==> src/rtl/upc_loop_monitor_pkg.sv <==
// Shared types and constants for the loop-monitor slice.
package upc_loop_monitor_pkg;

    // Default width of every statistics counter.
    localparam int unsigned CNT_W_DEFAULT = 32;

    // Monitor FSM encoding is visible on the mon_state output, so it is pinned explicitly.
    typedef enum logic [1:0] {
        IDLE      = 2'd0,
        RUN       = 2'd1,
        WAIT_CONT = 2'd2,
        FINISHED  = 2'd3
    } mon_state_e;

endpackage

==> src/rtl/upc_loop_monitor_sat_counter.sv <==
// Saturating up/down counter with synchronous clear.
// Clear wins over inc/dec; simultaneous inc and dec hold the value;
// the count never wraps past all-ones or below zero.
module sat_counter #(
    parameter int unsigned W = 32
) (
    input  logic         clock,
    input  logic         reset,
    input  logic         inc,
    input  logic         dec,
    input  logic         clr,
    output logic [W-1:0] count
);

    logic [W-1:0] count_q;
    logic [W-1:0] count_d;

    // Next count: clear, saturating increment or floor-clamped decrement.
    always_comb begin
        count_d = count_q;
        if (clr) begin
            count_d = '0;
        end else if (inc && !dec) begin
            if (count_q != '1) count_d = count_q + W'(1);
        end else if (dec && !inc) begin
            if (count_q != '0) count_d = count_q - W'(1);
        end
    end

    // Count register with synchronous reset.
    always_ff @(posedge clock) begin
        if (reset) count_q <= '0;
        else       count_q <= count_d;
    end

    assign count = count_q;

endmodule

==> src/rtl/upc_loop_monitor.sv <==
// Observes an HLS-style pipelined loop (ap_ctrl handshake plus pipeline
// stage qualifiers) and gathers invocation/iteration/latency statistics.
// Optional feature: define UPC_LOOP_MONITOR_STALL_EN to build the
// start-stage stall counter; otherwise stall_cycles reads 0.
module upc_loop_monitor
    import upc_loop_monitor_pkg::*;
#(
    parameter int unsigned STATE_W = 2,
    parameter int unsigned CNT_W   = CNT_W_DEFAULT
) (
    input  logic               clock,
    input  logic               reset,
    input  logic [STATE_W-1:0] cur_state,
    input  logic [STATE_W-1:0] iter_start_state,
    input  logic [STATE_W-1:0] iter_end_state,
    input  logic [STATE_W-1:0] quit_state,
    input  logic               iter_start_block,
    input  logic               iter_end_block,
    input  logic               quit_block,
    input  logic               iter_start_enable,
    input  logic               iter_end_enable,
    input  logic               quit_enable,
    input  logic               loop_start,
    input  logic               loop_ready,
    input  logic               loop_done,
    input  logic               loop_continue,
    input  logic               quit_at_end,
    input  logic               finish,
    output logic [1:0]         mon_state,
    output logic [CNT_W-1:0]   invocations,
    output logic [CNT_W-1:0]   iterations,
    output logic [CNT_W-1:0]   cycles,
    output logic [CNT_W-1:0]   stall_cycles,
    output logic [CNT_W-1:0]   last_latency,
    output logic [CNT_W-1:0]   last_trip,
    output logic [CNT_W-1:0]   in_flight,
    output logic               done_pulse
);

    mon_state_e       state_q, state_d;
    logic [CNT_W-1:0] last_latency_q, last_latency_d;
    logic [CNT_W-1:0] last_trip_q, last_trip_d;
    logic             done_pulse_q, done_pulse_d;
    logic [CNT_W-1:0] lat_acc, trip_acc;

    logic start_ev, end_ev, quit_ev;
    logic live, run, enter, done_ev, restart;
    logic start_cnt, end_cnt, quit_clr, new_inv, acc_clr;

    // Pipeline events and the qualified counter controls. finish freezes
    // every counter on its own edge, not only once FINISHED is reached.
    always_comb begin
        start_ev  = (cur_state == iter_start_state) && iter_start_enable && !iter_start_block;
        end_ev    = (cur_state == iter_end_state) && iter_end_enable && !iter_end_block;
        quit_ev   = (cur_state == quit_state) && quit_enable && !quit_block;
        live      = !finish && (state_q != FINISHED);
        run       = live && (state_q == RUN);
        enter     = live && (state_q == IDLE) && loop_start;
        done_ev   = run && loop_done;
        restart   = done_ev && loop_start && loop_ready;
        start_cnt = run && start_ev && !(quit_ev && !quit_at_end);
        end_cnt   = run && end_ev;
        quit_clr  = run && quit_ev;
        new_inv   = enter || restart;
        acc_clr   = enter || done_ev;
    end

    // Monitor FSM next state; finish overrides everything.
    always_comb begin
        state_d = state_q;
        if (finish) begin
            state_d = FINISHED;
        end else begin
            case (state_q)
                IDLE:      if (loop_start) state_d = RUN;
                RUN: begin
                    if (loop_done) begin
                        if (loop_start && loop_ready) state_d = RUN;
                        else if (loop_continue)       state_d = IDLE;
                        else                          state_d = WAIT_CONT;
                    end
                end
                WAIT_CONT: if (loop_continue) state_d = IDLE;
                FINISHED:  state_d = FINISHED;
                default:   state_d = IDLE;
            endcase
        end
    end

    // Completion capture: latency and trip both include the done cycle itself.
    always_comb begin
        last_latency_d = last_latency_q;
        last_trip_d    = last_trip_q;
        done_pulse_d   = done_ev;
        if (done_ev) begin
            last_latency_d = (lat_acc == '1) ? lat_acc : lat_acc + CNT_W'(1);
            last_trip_d    = (end_cnt && trip_acc != '1) ? trip_acc + CNT_W'(1) : trip_acc;
        end
    end

    // State and completion registers.
    always_ff @(posedge clock) begin
        if (reset) begin
            state_q        <= IDLE;
            last_latency_q <= '0;
            last_trip_q    <= '0;
            done_pulse_q   <= 1'b0;
        end else begin
            state_q        <= state_d;
            last_latency_q <= last_latency_d;
            last_trip_q    <= last_trip_d;
            done_pulse_q   <= done_pulse_d;
        end
    end

    sat_counter #(.W(CNT_W)) u_invocations (
        .clock(clock), .reset(reset), .inc(new_inv), .dec(1'b0), .clr(1'b0), .count(invocations)
    );
    sat_counter #(.W(CNT_W)) u_iterations (
        .clock(clock), .reset(reset), .inc(end_cnt), .dec(1'b0), .clr(1'b0), .count(iterations)
    );
    sat_counter #(.W(CNT_W)) u_cycles (
        .clock(clock), .reset(reset), .inc(run), .dec(1'b0), .clr(1'b0), .count(cycles)
    );
    sat_counter #(.W(CNT_W)) u_in_flight (
        .clock(clock), .reset(reset), .inc(start_cnt), .dec(end_cnt), .clr(quit_clr), .count(in_flight)
    );
    sat_counter #(.W(CNT_W)) u_lat_acc (
        .clock(clock), .reset(reset), .inc(run), .dec(1'b0), .clr(acc_clr), .count(lat_acc)
    );
    sat_counter #(.W(CNT_W)) u_trip_acc (
        .clock(clock), .reset(reset), .inc(end_cnt), .dec(1'b0), .clr(acc_clr), .count(trip_acc)
    );

`ifdef UPC_LOOP_MONITOR_STALL_EN
    logic stall_inc;

    // A RUN cycle where the start stage is valid but held back.
    always_comb begin
        stall_inc = run && (cur_state == iter_start_state) && iter_start_enable && iter_start_block;
    end

    sat_counter #(.W(CNT_W)) u_stall (
        .clock(clock), .reset(reset), .inc(stall_inc), .dec(1'b0), .clr(1'b0), .count(stall_cycles)
    );
`else
    assign stall_cycles = '0;
`endif

    assign mon_state    = state_q;
    assign last_latency = last_latency_q;
    assign last_trip    = last_trip_q;
    assign done_pulse   = done_pulse_q;

endmodule

==> config.mk <==
export PLATFORM = sky130hd
export DESIGN_NAME = upc_loop_monitor
export DESIGN_NICKNAME = d
export VERILOG_FILES = /design/src/rtl/upc_loop_monitor_pkg.sv /design/src/rtl/upc_loop_monitor_sat_counter.sv /design/src/rtl/upc_loop_monitor.sv
export SDC_FILE = /design/constraint.sdc
export NUM_CORES = 1
export LEC_CHECK = 0
export ABC_AREA = 1
export CORE_UTILIZATION = 55
export DETAILED_ROUTE_END_ITERATION = 10
export DONT_BUFFER_PORTS = 1
export PLACE_DENSITY = 0.7
export SLEW_MARGIN = 15
export SYNTH_ARGS = -nofsm -noshare
export SYNTH_HDL_FRONTEND = slang
export SYNTH_SLANG_ARGS = --single-unit
==> constraint.sdc <==
create_clock -name clock -period 3.13 [get_ports clock]
set_input_delay 0.626 -clock clock [delete_from_list [all_inputs] [get_ports clock]]
set_output_delay 0.626 -clock clock [all_outputs]
set_load 0.05 [all_outputs]
-- Word level (Yosys, flattened, before mapping)
Cells that the tools add are included.
- flip-flop bits (word level): 259
- input port bits: 22
- output and inout port bits: 227
- word-level logic and storage cells: 93
- add/subtract/negate cells: 7
- eq/ne operators: 18
- muxes and demuxes: 13
- reductions and logical operators: 45
- operators with widths (cell ; number):
    32-bit by 1-bit adder with 32-bit output (second input constant) ; 6
    32-bit two-way mux ; 6
    32-bit inequality test (second input constant) ; 6
    32-bit == test (second input constant) ; 1
    32-bit nonzero test ; 1
    32-bit by 1-bit subtractor with 32-bit output (second input constant) ; 1
    1-bit logical AND ; 22
    2-bit two-way mux ; 6
    2-bit AND reduction ; 5
    3-bit inequality test (second input constant) ; 3
    1-bit logical NOT ; 8
    2-bit one-hot mux with 4 select lines ; 1
    2-bit == test ; 3
    3-bit AND reduction ; 2
    2-bit == test (second input constant) ; 2
    2-bit inequality test (second input constant) ; 2
    2-bit nonzero test ; 2
    2-bit OR reduction ; 2
    2-bit by 1-bit == test with 1-bit output (second input constant) ; 1
    2-bit logical NOT ; 1
    1-bit logical OR ; 2

-- Depth between registers and ports, before layout
- depth after elaboration: 10
- gate-level depth with buffers: 21
- mapped depth without buffers: 21

-- By module
From an unflattened synthesis, not the netlist that was laid out.
- cell total of the unflattened synthesis: 5360
- area, all modules: 29300.6 sq um
- by module, submodules not included (module ; times used ; cells each ; area an instance (sq um)):
    sat_counter (u_iterations ...) ; 2 ; 730 ; 4007.6
    sat_counter (u_in_flight ...) ; 2 ; 730 ; 3955.0
    upc_loop_monitor ; 1 ; 980 ; 5445.2
    sat_counter (u_trip_acc) ; 1 ; 731 ; 3987.6
    sat_counter (u_cycles) ; 1 ; 729 ; 3942.5

-- Worst setup path after synthesis
Ideal clock, no wire load.
- path type: register to register
- from: register state_q[1] (netlist: mon_state[1])
- to: register u_in_flight.count_q[15] (netlist: u_in_flight.count[15])
- library setup time: 0.116 ns
- arrival: 2.858 ns
- data required time: 3.014 ns
- setup slack: 0.156 ns
- stages on the path, launching flop included: 15
- buffers on the path: 0
- period minus slack after synthesis: 2.974 ns
- path through: dfxtp_1 > inv_1 > nand3_2 > nor2_1 > nand2_1 > nand3_4 > ha_1 > or2_2 > nand3_1 > nand2_1 > nand2_1 > nand2_1 > xor2_1 > o21ai_0 > nor2_1
- cells in the longest elaborated chain, start to end: 9
- elaborated cells on any way between the ends: 18
- classes of those cells: eq/ne: 3; mux: 1; reduce/logical: 14
- ends and longest elaborated chain (element ; line ; source):
    start: declaration ; upc_loop_monitor.sv:40 ; mon_state_e state_q, state_d;
    start signal: assignment ; upc_loop_monitor.sv:109 ; state_q <= state_d;
    2-bit inequality test ; upc_loop_monitor.sv:56 ; live = !finish && (state_q != FINISHED);
    1-bit logical AND ; upc_loop_monitor.sv:56 ;
    1-bit logical AND * ; upc_loop_monitor.sv:57 ; run = live && (state_q == RUN);
    1-bit logical AND (2 in series) ; upc_loop_monitor.sv:61 ; start_cnt = run && start_ev && !(quit_ev && !quit_at_end);
    1-bit logical NOT ; upc_loop_monitor_sat_counter.sv:25 ; end else if (dec && !inc) begin
    1-bit logical AND ; upc_loop_monitor_sat_counter.sv:25 ;
    2-bit nonzero test (no source line) ; -- ;
    3-bit AND reduction (no source line) ; -- ;
    end signal: assignment ; upc_loop_monitor_sat_counter.sv:33 ; else count_q <= count_d;
    end: declaration ; upc_loop_monitor_sat_counter.sv:15 ; logic [W-1:0] count_q;
Mark *: on every way between the ends. The rest lies on a longest branch, timed or not.
A chain may end at the register's enable or synchronous reset.

-- Final worst setup path
- from: register state_q[0] (netlist: mon_state[0])
- to: register u_in_flight.count_q[24] (netlist: u_in_flight.count[24])
The elaborated chain is that of the path after synthesis.

==> flow_metrics.tcl <==
set metrics [dict create \
    critPathLaunch "mon_state[0]" \
    dieArea_um2 29400 \
    critPathCaptureType "register" \
    totalWireLength_um 46400 \
    cp_data_required_time_ns 3.59 \
    cp_max_fo 9 \
    clock_skew_ns 0.0211 \
    worst_slew_pin_slew_ns 1.01 \
    ios 249 \
    ys_ff_latch 259 \
    path_cells "buf_4 -> nand3_2 -> nor2_1 -> nand2_1 -> nand3_4 -> buf_4 -> ha_1 -> nand2_1 -> nand2_1 -> a21oi_1 -> nor2_1 -> o21bai_1 -> nand3_1 -> nand2_1 -> nand2_1 -> nor2_1 -> nor2_1" \
    grt_pass1_vias 14600 \
    crit_slowest_cell "dfxtp_1" \
    syn2layout_area_growth_pct 13.4 \
    core_area_um2 28000 \
    slew_headroom_pct 32.3 \
    port_buffers 0 \
    avgSynthCellArea_um2 6.19 \
    fp.dieW_um 172 \
    vias 16100 \
    h-tree-depth 1 \
    cts_buffers 30 \
    dp_hpwl_um 35400 \
    cts_setup_buffers 0 \
    clk_path_buf_depth 3 \
    synth.area.top_cells "dfxtp_1 (33%), nand2_1 (22%), nor2_1 (8.0%)" \
    start_util_pct 56.5 \
    fin_tns_setup_ns 0 \
    rsz0062_at_grt "false" \
    nFillCells 2731 \
    grt_max_degree 68 \
    drive_gt1_share_pct 8.04 \
    rows 61 \
    p_per_area_nw_per_um2 414 \
    hold_viol_final 0 \
    cts_tree "done" \
    grt_use_total_pct 31.1 \
    place_inst 3002 \
    status "completed" \
    peakVddDrop_mv 0.419 \
    drv_slew 0 \
    synth-edff-count 0 \
    grt_remaining_overflow 0 \
    grt_antenna_before_repair 4 \
    synth_common_cells "nand2_1 (923), nor2_1 (337), dfxtp_1 (259)" \
    synthArstFlopShare_pct 0 \
    drtIter0Drc 1269 \
    path_clk_slew_ns 0.06 \
    min_from "reset" \
    cts.sinks 259 \
    holdCritPathClass "in -> reg" \
    setup_violations 0 \
    yosysSeqAreaShare_pct 32.8 \
    first_pass_iters 5 \
    start_kind "register" \
    die_h_um 172 \
    insertion_delay_ns 0.58 \
    fin_crit_ns 2.88 \
    p_leak_nw 8.15 \
    layout.cells.non_filler 3055 \
    grt_pass1_wl_um 74000 \
    drc 0 \
    critPathMostFrequentCell "nand2_1" \
    ys_warn_count 0 \
    post-route-period-util_pct 92.0 \
    postSynthCellCount 2554 \
    gp_congestion 0.995 \
    p_total_w 0.00743 \
    critical_path_class "reg -> reg" \
    fin_nets 2714 \
    placed_area_um2 16900 \
    post_drt_wl_per_cell_um 15.2 \
    synth.distinct_cells 42 \
    reg2reg_from "mon_state[0]" \
    postLayoutCellArea_um2 17900 \
    ant_nets 0 \
    synth_ff_type "dfxtp_1" \
    synth_area_um2 15800 \
    yosysMostFrequentCell "nand2_1" \
    via_per_inst 5.28 \
    fmax_ghz 0.347 \
    root_buffer "clkbuf_16" \
    drv_cap 0 \
    yosysTopAreaCell "dfxtp_1" \
    max_stage_delay_ns 0.34 \
    cp.arrival_ns 3.34 \
    yosys.area.top_type_share_pct 32.8 \
]
## power breakdown
part	internal, W	switching, W
combinational	0.000107	0.000374
sequential	0.00333	0.0000463
clock	0.00212	0.00145
## area by class of cell
type                       instances  area [µm²]  area share, %
antenna                            2        5.00         0.0279
clock buffer                      37         827           4.61
clock inverter                    14         183           1.02
inverter                         255         960           5.35
multi-input combinational       1973        9270           51.7
sequential                       259        5180           28.9
tap                              378         473           2.64
timing repair buffer             137        1040           5.80
## per-layer routing
metal / GRT usage, % / routed length, µm / up-vias
met5: 0 / 23 / -
met4: 10.1 / 1340 / 4
met3: 7.27 / 4000 / 91
met2: 50.0 / 20300 / 496
met1: 40.9 / 20700 / 7323
li1: - / - / 8206
## cells by family (layout without fill, tap and decap cells)
logic type / Yosys count / after routing / share of synthesized area, %
compound gates: 262 / 262 / 8.66
xor+xnor: 121 / 121 / 6.70
other cells: 1 / 34 / 0.0237
fa+ha+maj: 36 / 36 / 2.89
simple gates: 1522 / 1522 / 39.4
flops: 259 / 259 / 32.8
buf+inv: 353 / 443 / 9.56
## cell usage in the layout (no fill, tap or decap), drive strengths merged, types with 3 or more instances in the layout
cell type | netlist | layout
o21bai | 5 | 5
o21ai | 92 | 92
nor3b | 6 | 6
xnor2 | 40 | 40
nand3b | 14 | 14
nand4 | 50 | 50
nor4 | 6 | 6
inv | 253 | 254
nand3 | 88 | 88
conb | 1 | 32
a21o | 6 | 6
buf | 60 | 137
dfxtp | 259 | 259
a21oi | 154 | 154
nand2 | 927 | 927
ha | 35 | 35
nor3 | 81 | 81
nor2 | 343 | 343
bufinv | 0 | 3
clkbuf | 38 | 37
xor2 | 81 | 81
and3 | 5 | 5
clkinv | 2 | 10
## worst max-delay path: cells and delay by family, from the launching register on
kind / cells / cell delay, ns
adders and majority gates: 1 / 0.29
DFF: 1 / 0.34
and+or+nand+nor: 12 / 1.17
AOI/OAI and AO/OA: 2 / 0.47
buffers and inverters: 2 / 0.46
## path summary, 6_finish.rpt
| check | endpoint | slack [ns] | cells past startpoint |
|---|---|---|---|
| worst min register to register | u_iterations.count[12] | 0.50 | 2 |
| worst max register to register | u_in_flight.count[24] | 0.25 | 17 |
| worst min-delay path | u_invocations.count[31] | 0.11 | 1 |
| worst max-delay path | u_in_flight.count[24] | 0.25 | 17 |
## stage by stage
stage	hold slack (ns)	utilization (%)	setup WS, ns
after floorplan	0.467	-	0.156
after global placement	0.483	60.4	-0.0322
after detailed placement	0.490	60.4	-0.0120
after CTS	0.0916	64.0	0.168
after global routing	0.0924	64.0	0.00618
final	0.109	64.1	0.250
## sequential cells by signal (all words and copies together), names as in the netlist
register             cells
u_cycles.count          32
u_lat_acc.count         32
u_trip_acc.count        32
u_iterations.count      32
last_latency            32
mon_state                2
u_invocations.count     32
last_trip               32
u_in_flight.count       32
done_pulse               1
## what timing repair did
action                     in CTS  in global routing
setup endpoints to repair       0                 10
hold buffers                    0                  0
resized for setup               0                  7
(Power assumes the default switching activity.)
